`src/rtl/imem_loader_pkg.sv`:
```
// Shared types and constants for the instruction-memory boot loader.
package imem_loader_pkg;

    typedef enum logic [2:0] {
        RUN,
        HDR_HI,
        HDR_LO,
        DATA,
        WRITE,
        CHK,
        ERR
    } state_t;

    localparam int HDR_BYTES  = 2;
    localparam int WORD_BYTES = 4;
    localparam int CSUM_W     = 8;

endpackage

```
`src/rtl/imem_word_packer.sv`:
```
// Assembles big-endian bytes into 32-bit words; word_done pulses with the 4th byte.
module imem_word_packer
    import imem_loader_pkg::*;
(
    input  logic        clk,
    input  logic        reset,
    input  logic        clear,
    input  logic        byte_valid,
    input  logic [7:0]  byte_data,
    output logic [31:0] word,
    output logic        word_done
);

    logic [8*(WORD_BYTES-1)-1:0] shift;
    logic [1:0]                  cnt;

    // The word is presented combinationally so the top can register it on the same edge.
    assign word      = {shift, byte_data};
    assign word_done = byte_valid && (cnt == 2'(WORD_BYTES - 1));

    always_ff @(posedge clk) begin
        if (reset || clear) begin
            cnt <= '0;
        end else if (byte_valid) begin
            cnt <= cnt + 1'b1;
        end
    end

    always_ff @(posedge clk) begin
        if (byte_valid) begin
            shift <= {shift[8*(WORD_BYTES-2)-1:0], byte_data};
        end
    end

endmodule

```
`src/rtl/imem_boot_loader.sv`:
```
// Boot loader / write-port owner for instruction memory.
// Optional checksum byte after the image is enabled with `define IMEM_LOADER_CHECKSUM_EN.
module imem_boot_loader
    import imem_loader_pkg::*;
#(
    parameter int ADDR_W         = 9,
    parameter int MAX_WORDS      = 512,
    parameter int TIMEOUT_CYCLES = 2_000_000
) (
    input  logic              clk,
    input  logic              reset,
    input  logic              load_req,
    input  logic              rx_valid,
    input  logic [7:0]        rx_data,
    output logic              rx_ready,
    input  logic [ADDR_W-1:0] cpu_fetch_addr,
    output logic [ADDR_W-1:0] imem_addr,
    output logic              imem_we,
    output logic [31:0]       imem_wdata,
    output logic              cpu_reset,
    output logic              busy,
    output logic              error,
    output logic [ADDR_W:0]   words_loaded
);

    localparam int HDR_W = 8 * HDR_BYTES;
    localparam int TW    = $clog2(TIMEOUT_CYCLES);

    state_t            state, next_state;
    logic              accept;
    logic              start;
    logic              busy_state;
    logic              timeout;
    logic              data_byte;
    logic              hdr_ok;
    logic              last_word;
    logic [7:0]        hdr_hi;
    logic [HDR_W-1:0]  hdr_n;
    logic [ADDR_W:0]   n_words;
    logic [ADDR_W-1:0] word_idx;
    logic [TW-1:0]     tmo_cnt;
    logic [31:0]       pk_word;
    logic              pk_done;

    assign accept     = rx_valid && rx_ready;
    assign data_byte  = accept && (state == DATA);
    assign busy_state = state inside {HDR_HI, HDR_LO, DATA, WRITE, CHK};
    assign timeout    = (tmo_cnt == TW'(TIMEOUT_CYCLES - 1));
    assign hdr_n      = {hdr_hi, rx_data};
    assign hdr_ok     = (hdr_n != '0) && (hdr_n <= HDR_W'(MAX_WORDS));
    assign last_word  = ((ADDR_W+1)'(word_idx) + (ADDR_W+1)'(1)) == n_words;

    // The CPU owns the memory port only while the loader is idle.
    assign imem_addr  = (state == RUN) ? cpu_fetch_addr : word_idx;

    imem_word_packer u_packer (
        .clk        (clk),
        .reset      (reset),
        .clear      (start),
        .byte_valid (data_byte),
        .byte_data  (rx_data),
        .word       (pk_word),
        .word_done  (pk_done)
    );

`ifdef IMEM_LOADER_CHECKSUM_EN
    logic [CSUM_W-1:0] csum;

    always_ff @(posedge clk) begin
        if (start) begin
            csum <= '0;
        end else if (data_byte) begin
            csum <= csum + rx_data;
        end
    end
`endif

    always_ff @(posedge clk) begin
        if (reset) begin
            state <= RUN;
        end else begin
            state <= next_state;
        end
    end

    always_comb begin
        next_state = state;
        start      = 1'b0;
        case (state)
            RUN, ERR: begin
                if (load_req) begin
                    start      = 1'b1;
                    next_state = HDR_HI;
                end
            end
            HDR_HI: if (accept) next_state = HDR_LO;
            HDR_LO: if (accept) next_state = hdr_ok ? DATA : ERR;
            DATA:   if (pk_done) next_state = WRITE;
            WRITE: begin
                if (last_word) begin
`ifdef IMEM_LOADER_CHECKSUM_EN
                    next_state = CHK;
`else
                    next_state = RUN;
`endif
                end else begin
                    next_state = DATA;
                end
            end
`ifdef IMEM_LOADER_CHECKSUM_EN
            CHK:    if (accept) next_state = (rx_data == csum) ? RUN : ERR;
`endif
            default: next_state = RUN;
        endcase
        if (busy_state && timeout && !accept) begin
            next_state = ERR;
        end
    end

    // Registered outputs are derived from the state being entered.
    always_ff @(posedge clk) begin
        if (reset) begin
            cpu_reset    <= 1'b0;
            busy         <= 1'b0;
            imem_we      <= 1'b0;
            rx_ready     <= 1'b1;
            error        <= 1'b0;
            imem_wdata   <= '0;
            tmo_cnt      <= '0;
            word_idx     <= '0;
            words_loaded <= '0;
        end else begin
            cpu_reset <= (next_state != RUN);
            busy      <= next_state inside {HDR_HI, HDR_LO, DATA, WRITE, CHK};
            imem_we   <= (next_state == WRITE);
            rx_ready  <= (next_state != WRITE);
            error     <= (next_state == ERR);

            if ((next_state != state) || accept) begin
                tmo_cnt <= '0;
            end else if (busy_state) begin
                tmo_cnt <= tmo_cnt + 1'b1;
            end

            if (start) begin
                word_idx     <= '0;
                words_loaded <= '0;
            end else if (state == WRITE) begin
                word_idx     <= word_idx + 1'b1;
                words_loaded <= words_loaded + 1'b1;
            end

            if (pk_done) begin
                imem_wdata <= pk_word;
            end
        end
    end

    always_ff @(posedge clk) begin
        if (accept && (state == HDR_HI)) begin
            hdr_hi <= rx_data;
        end
        if (accept && (state == HDR_LO) && hdr_ok) begin
            n_words <= hdr_n[ADDR_W:0];
        end
    end

endmodule

```
`config.mk`:
```
export PLATFORM = sky130hd
export DESIGN_NAME = imem_boot_loader
export DESIGN_NICKNAME = d
export VERILOG_FILES = /design/src/rtl/imem_loader_pkg.sv /design/src/rtl/imem_word_packer.sv /design/src/rtl/imem_boot_loader.sv
export SDC_FILE = /design/constraint.sdc
export NUM_CORES = 1
export LEC_CHECK = 0
export ABC_AREA = 1
export CORE_UTILIZATION = 45
export DETAILED_ROUTE_END_ITERATION = 8
export PLACE_DENSITY = 0.76
export SLEW_MARGIN = 20
export SYNTH_ARGS = -nofsm -noshare
export SYNTH_HDL_FRONTEND = slang
export SYNTH_SLANG_ARGS = --single-unit
```
`constraint.sdc`:
```
create_clock -name clk -period 2.4 [get_ports clk]
set_input_delay 0.48 -clock clk [delete_from_list [all_inputs] [get_ports clk]]
set_output_delay 0.48 -clock clk [all_outputs]
set_load 0.01 [all_outputs]
```
Word-level counts from Yosys, hierarchy flattened:

Cells that the tools add are included.

* memories kept: 0
* register bits after elaboration: 124
* RAM bits: 0
* ROM bits: 0
* latch bits: 0
* logic and storage cells: 68

* $mul: 0
* divide/modulo/power cells: 0
* reduce and logical (&&, ||, !) cells: 20
* equality and inequality tests: 17
* $lt $le $gt $ge: 1
* add/sub/neg operators: 5
* shift operators: 0
* muxes and demuxes: 11
* bitwise gates (word level): 0

Operator list (count)
* $add 21x1->21 const B: 1
* $eq 21x21->1 const B: 1
* $eq 3x3->1 const B: 6
* $mux 3: 6
* $le 16x10->1 const B: 1
* $reduce_bool 16->1: 1
* $pmux 3 s5: 1
* $eq 3x2->1 const B: 4
* $add 10x1->10 const B: 1
* $add 9x1->10 const B: 1
* $eq 10x10->1: 1
* $reduce_bool 5->1: 2
* $add 9x1->9 const B: 1
* $logic_and 1x1->1: 9
* $mux 9: 1
* $eq 3x1->1 const B: 2
* $reduce_or 2->1: 3
* $logic_not 3->1: 1
* $ne 3x3->1: 1
* $ne 3x3->1 const B: 1
* $reduce_bool 3->1: 1
* $add 2x1->2 const B: 1
* $eq 2x2->1 const B: 1
* $logic_or 1x1->1: 2
* 3 further kinds: 4

Longest topological paths before layout:

Gate-level depths: netlist of the first run.

* depth in word-level cells: 9
* depth in mapped cells: 17

By module:

Synthesis of the first run repeated with hierarchy kept, for this count alone.

* cells, all modules: 632
* area total of the unflattened synthesis: 5520.3 um2

Modules (own cells, without submodules)
* imem_boot_loader: area each 4628.2 um2, seq. area each 2142.1 um2, cells each 582, instances 1
* imem_word_packer: area each 892.1 um2, seq. area each 760.7 um2, cells each 50, instances 1

Worst setup path after synthesis of the first run:

Ideal clock, no wire load.

* kind: input to register
* from: input port rx_valid
* to: register u_packer.shift[0], enable pin
* stages on the path: 3
* setup slack: 255 ps
* library setup time: 397 ps
* arrival: 1748 ps
* cell sequence: nand2_1 nor2_2 clkbuf_1

* longest elaborated chain between the ends: 2

Ends and longest elaborated chain
* from (decl): line imem_boot_loader.sv:13 `input logic rx_valid,`
* $logic_and 1x1->1: line imem_boot_loader.sv:45 `assign accept = rx_valid && rx_ready;`
* $logic_and 1x1->1: line imem_boot_loader.sv:46 `assign data_byte = accept && (state == DATA);`
* net data_byte: line imem_boot_loader.sv:34 `logic data_byte;`
* to (signal assigned): line imem_word_packer.sv:31 `shift <= {shift[8*(WORD_BYTES-2)-1:0], byte_data};`
* to (decl): line imem_word_packer.sv:14 `logic [8*(WORD_BYTES-1)-1:0] shift;`

The timed path passes the listed nets, and every way through them passes these cells.
A chain may end at the register's enable or synchronous reset.

Worst setup path after layout of the first run:

* from: register state[2]
* to: output port imem_addr[1]

* longest elaborated chain between the ends: 2

Ends and longest elaborated chain
* from (decl): line imem_boot_loader.sv:29 `state_t state, next_state;`
* from (signal assigned): line imem_boot_loader.sv:82 `state <= next_state;`
* $logic_not 3->1: line imem_boot_loader.sv:54 `assign imem_addr = (state == RUN) ? cpu_fetch_addr : word_idx;`
* $mux 9: line imem_boot_loader.sv:54
* to (decl): line imem_boot_loader.sv:17 `output logic [ADDR_W-1:0] imem_addr,`

No other way between the ends.

==> run summary, run 1 <==
GP Congestion: 0.920
Max Transition Viols Final: 0
Hold Path Cell Cnt: 0
CP Launch Type: register
Yosys reg bits: 124
Post-synthesis mux area share: 0.401%
DRT antenna net count: 0
Placed cells: 818
Peak Freq: 0.442 GHz
Psw: 1.22 mW
Mapped cell area: 5300 um^2
Simple-Gate Fraction of Synth Area: 26.3%
Later-pin clock latency in the skew report: 0.41 ns
Routed WL: 12400 um
Hpwl dp: 8350 um
Combinational Power Share: 8.7%
Hold path endpoint: u_packer.shift[8]$_DFFE_PP_
Critical path cell sequence: inv_2 > nand2_2 > buf_6 > mux2_2 > dlygate4sd2_1
Synth Net Count: 621
Ys Warns: 0
Max IR drop VDD: 0.000654 V
GRT overflow: 0
Initial antenna violation count: 0
Pre-Repair DR Iteration Count: 6
Reg-to-reg slack, setup: 0.19 ns
Final worst path period share: 94.2%
CTS tree: done
Setup WS pre-CTS: -0.313 ns
Critical path capture point type: output port
Number of CTS-inserted buffers: 17
Non-filler instance count after layout: 854
Clock power share: 48.3%
Reg power frac: 43.0%
# hold bufs at CTS: 0
Most used flip-flop cell after synthesis: dfxtp_1
Clock Pin Slew Worst Setup and Hold Paths: 0.06 ns
Die height: 111 um
Pwr Density: 736 nW/um^2
Num rows: 39
Worst EP arrival: 1.78 ns
Slew @ Worst Pin: 0.481 ns
Critical Path Slowest Stage Cell: dfxtp_4
Synth area leaders: dfxtp_1, edfxtp_1, nand2_1, nand3_1, a21oi_1
Cell variety after synth: 36
Initial Util: 46.2%
Full die area: 12200 um^2
Largest net degree at the start of global routing: 59
Layout net count: 723
Setup_tns: 0 ns
Slew headroom: 67.7%
Fin Clk Skew: 0.0115 ns
Crit Reg-Reg Endpoint: tmo_cnt[20]$_SDFFE_PP0N_
Final core utilization: 61.3%
Ports: 77
Critical Setup Path Class: register to output port
Tot GR Track Use: 20.9%
Avg WL per Cell: 14.5 um
Post-synthesis sequential area ratio: 54.8%
Root Buffer: clkbuf_16
Vias in the first global route: 4348
Leak Pwr: 2.50 nW
Area delta synth->final: 32.5%
CTS H-Tree Depth: 4
Max-cap violations: 0
Synth Area in Adders: 0.944%
Post-synth ARST share: 0%
Final Hold Fails: 0
Chip Width: 111 um
Max incr delay on CP: 0.40 ns
Area of the core: 11500 um^2
Min-delay src: u_packer.shift[0]$_DFFE_PP_
Xor/xnor share of the synthesized area: 4.30%
Largest family of logic cells by synthesized area: simple AND/OR/NAND/NOR gates
Largest area contributor in the netlist: dfxtp_1
Total power: 5.17 mW
DR iter-0 viols: 272
Via/cell ratio: 5.25
Antenna Cells: 0
WP data required: 1.92 ns
Via count: 4485
P_int: 3.96 mW
Synth Area in Compound Gates: 7.74%
Avg Inst Size Synth: 8.89 um^2
Layout cell share with drive strength beyond 1: 17.3%
Yosys top cell area share: 31.0%
Drt drc: 0
# setup viols final: 0
Status: completed
EDFF count, synth: 42
Syn Inst Count: 596
IO Port Bufs: 76
Hold Path Class: register to register
Worst Setup Slack, final: 0.139 ns
Net Sw Frac: 23.5%
Most common cell in the netlist: nand2_1
Crit path max fanout: 9
CTS Buffer Depth: 2
Final min period: 2.26 ns
Reg-to-reg startpoint: word_idx[1]$_SDFFE_PP0N_
Most instantiated cells after synthesis: nand2_1, dfxtp_1, nand3_1
First-pass GRT wire length: 20300 um
CTS sink count: 124
R2R depth: 15
metrics by stage:
stage	instance area (um^2)	hold slack [ns]
after floorplan	5300	0.427
after detailed placement	6370	0.436
after CTS	6970	0.449
after global placement	6370	0.434
after global routing	7030	0.457
final	7030	0.449
power by group through the flow:
stage	clock network, mW	registers (mW)	logic (mW)
2_1_floorplan	0	2.26	0.231
3_3_place_gp	0	2.26	0.442
3_5_place_dp	0	2.26	0.451
4_1_cts	2.53	2.22	0.447
5_1_grt	2.62	2.22	0.485
6_report	2.50	2.22	0.450
sequential cells by signal, indices dropped and copies added (netlist names), 2 cells and up:
| register | cells |
|---|---|
| imem_wdata | 32 |
| word_idx | 9 |
| words_loaded | 10 |
| tmo_cnt | 21 |
| u_packer.shift | 24 |
| hdr_hi | 8 |
| state | 3 |
| n_words | 10 |
| u_packer.cnt | 2 |
metal layers:
layer | up-vias | wire (um) | GRT usage, %
met3 | 28 | 681 | 5.93
met2 | 164 | 6190 | 34.2
li1 | 2187 | - | -
met4 | 0 | 259 | 8.36
met1 | 2106 | 5260 | 25.9
met5 | - | 0 | 0
placed cells by master, fill, tap and decap left out, types with 4 or more instances in the layout:
cell type,n
nor2_1,41
dfxtp_2,4
clkdlybuf4s50_1,67
xor2_1,20
nor2_2,24
dlygate4sd2_1,9
a21oi_1,53
clkbuf_16,17
dfxtp_1,77
xnor2_1,6
nor2_4,5
nand2_1,111
nand3_1,63
nand3_2,4
edfxtp_1,42
buf_4,23
inv_1,52
a31oi_1,5
o21ai_0,7
clkinv_2,4
nand4_1,9
nor3_1,9
nand2_2,11
cell families (layout without fill, tap and decap cells):
kind of cell,count (synthesis),in the layout
xor gates and xnor gates,26,26
muxes,2,2
adders and majority gates,4,4
AOI/OAI and AO/OA,74,74
buffers and inverters,74,189
DFF,124,124
and+or+nand+nor,292,292
critical path: cells and delay by family (launching register included):
| kind | cells | cell delay, ns |
|---|---|---|
| and+or+nand+nor | 1 | 0.11 |
| muxes | 1 | 0.33 |
| buffers and inverters | 3 | 0.52 |
| DFF | 1 | 0.40 |
what timing repair did:
item	CTS	global route
gates cloned	1	0
pin swaps	0	3
resized for setup	18	9
setup endpoints to repair	9	21
buffers inserted	0	3
endpoints found under the hold margin	0	0
cell type report:
cell class,count,area [um^2]
Sequential cell,124,2910
Tap cell,143,179
Inverter,54,203
Clock inverter,13,140
Multi-Input combinational cell,398,2160
Timing Repair Buffer,103,993
Clock buffer,19,443
Fill cell,900,4440
worst max-delay path by stage:
stage | startpoint | endpoint | slack (ns) | depth (start not counted)
global route | word_idx[3]$_SDFFE_PP0N_ | tmo_cnt[16]$_SDFFE_PP0N_ | -0.01 | 15
CTS | rx_data[6] | tmo_cnt[20]$_SDFFE_PP0N_ | 0.11 | 15
global placement | rx_data[5] | tmo_cnt[20]$_SDFFE_PP0N_ | -0.20 | 15
floorplan | rx_valid | u_packer.shift[0]$_DFFE_PP_ | 0.26 | 3
finish | state[2]$_SDFF_PP0_ | imem_addr[1] | 0.14 | 5
detailed placement | rx_data[6] | tmo_cnt[18]$_SDFFE_PP0N_ | -0.31 | 15
(Power assumes the default switching activity.)
==> run 2: changes to the inputs <==
CTS_CLUSTER_DIAMETER = 100   (was unset)
==> results of run 2 <==
Same layout as run 1: the final DEF is identical, and so are final timing and power.
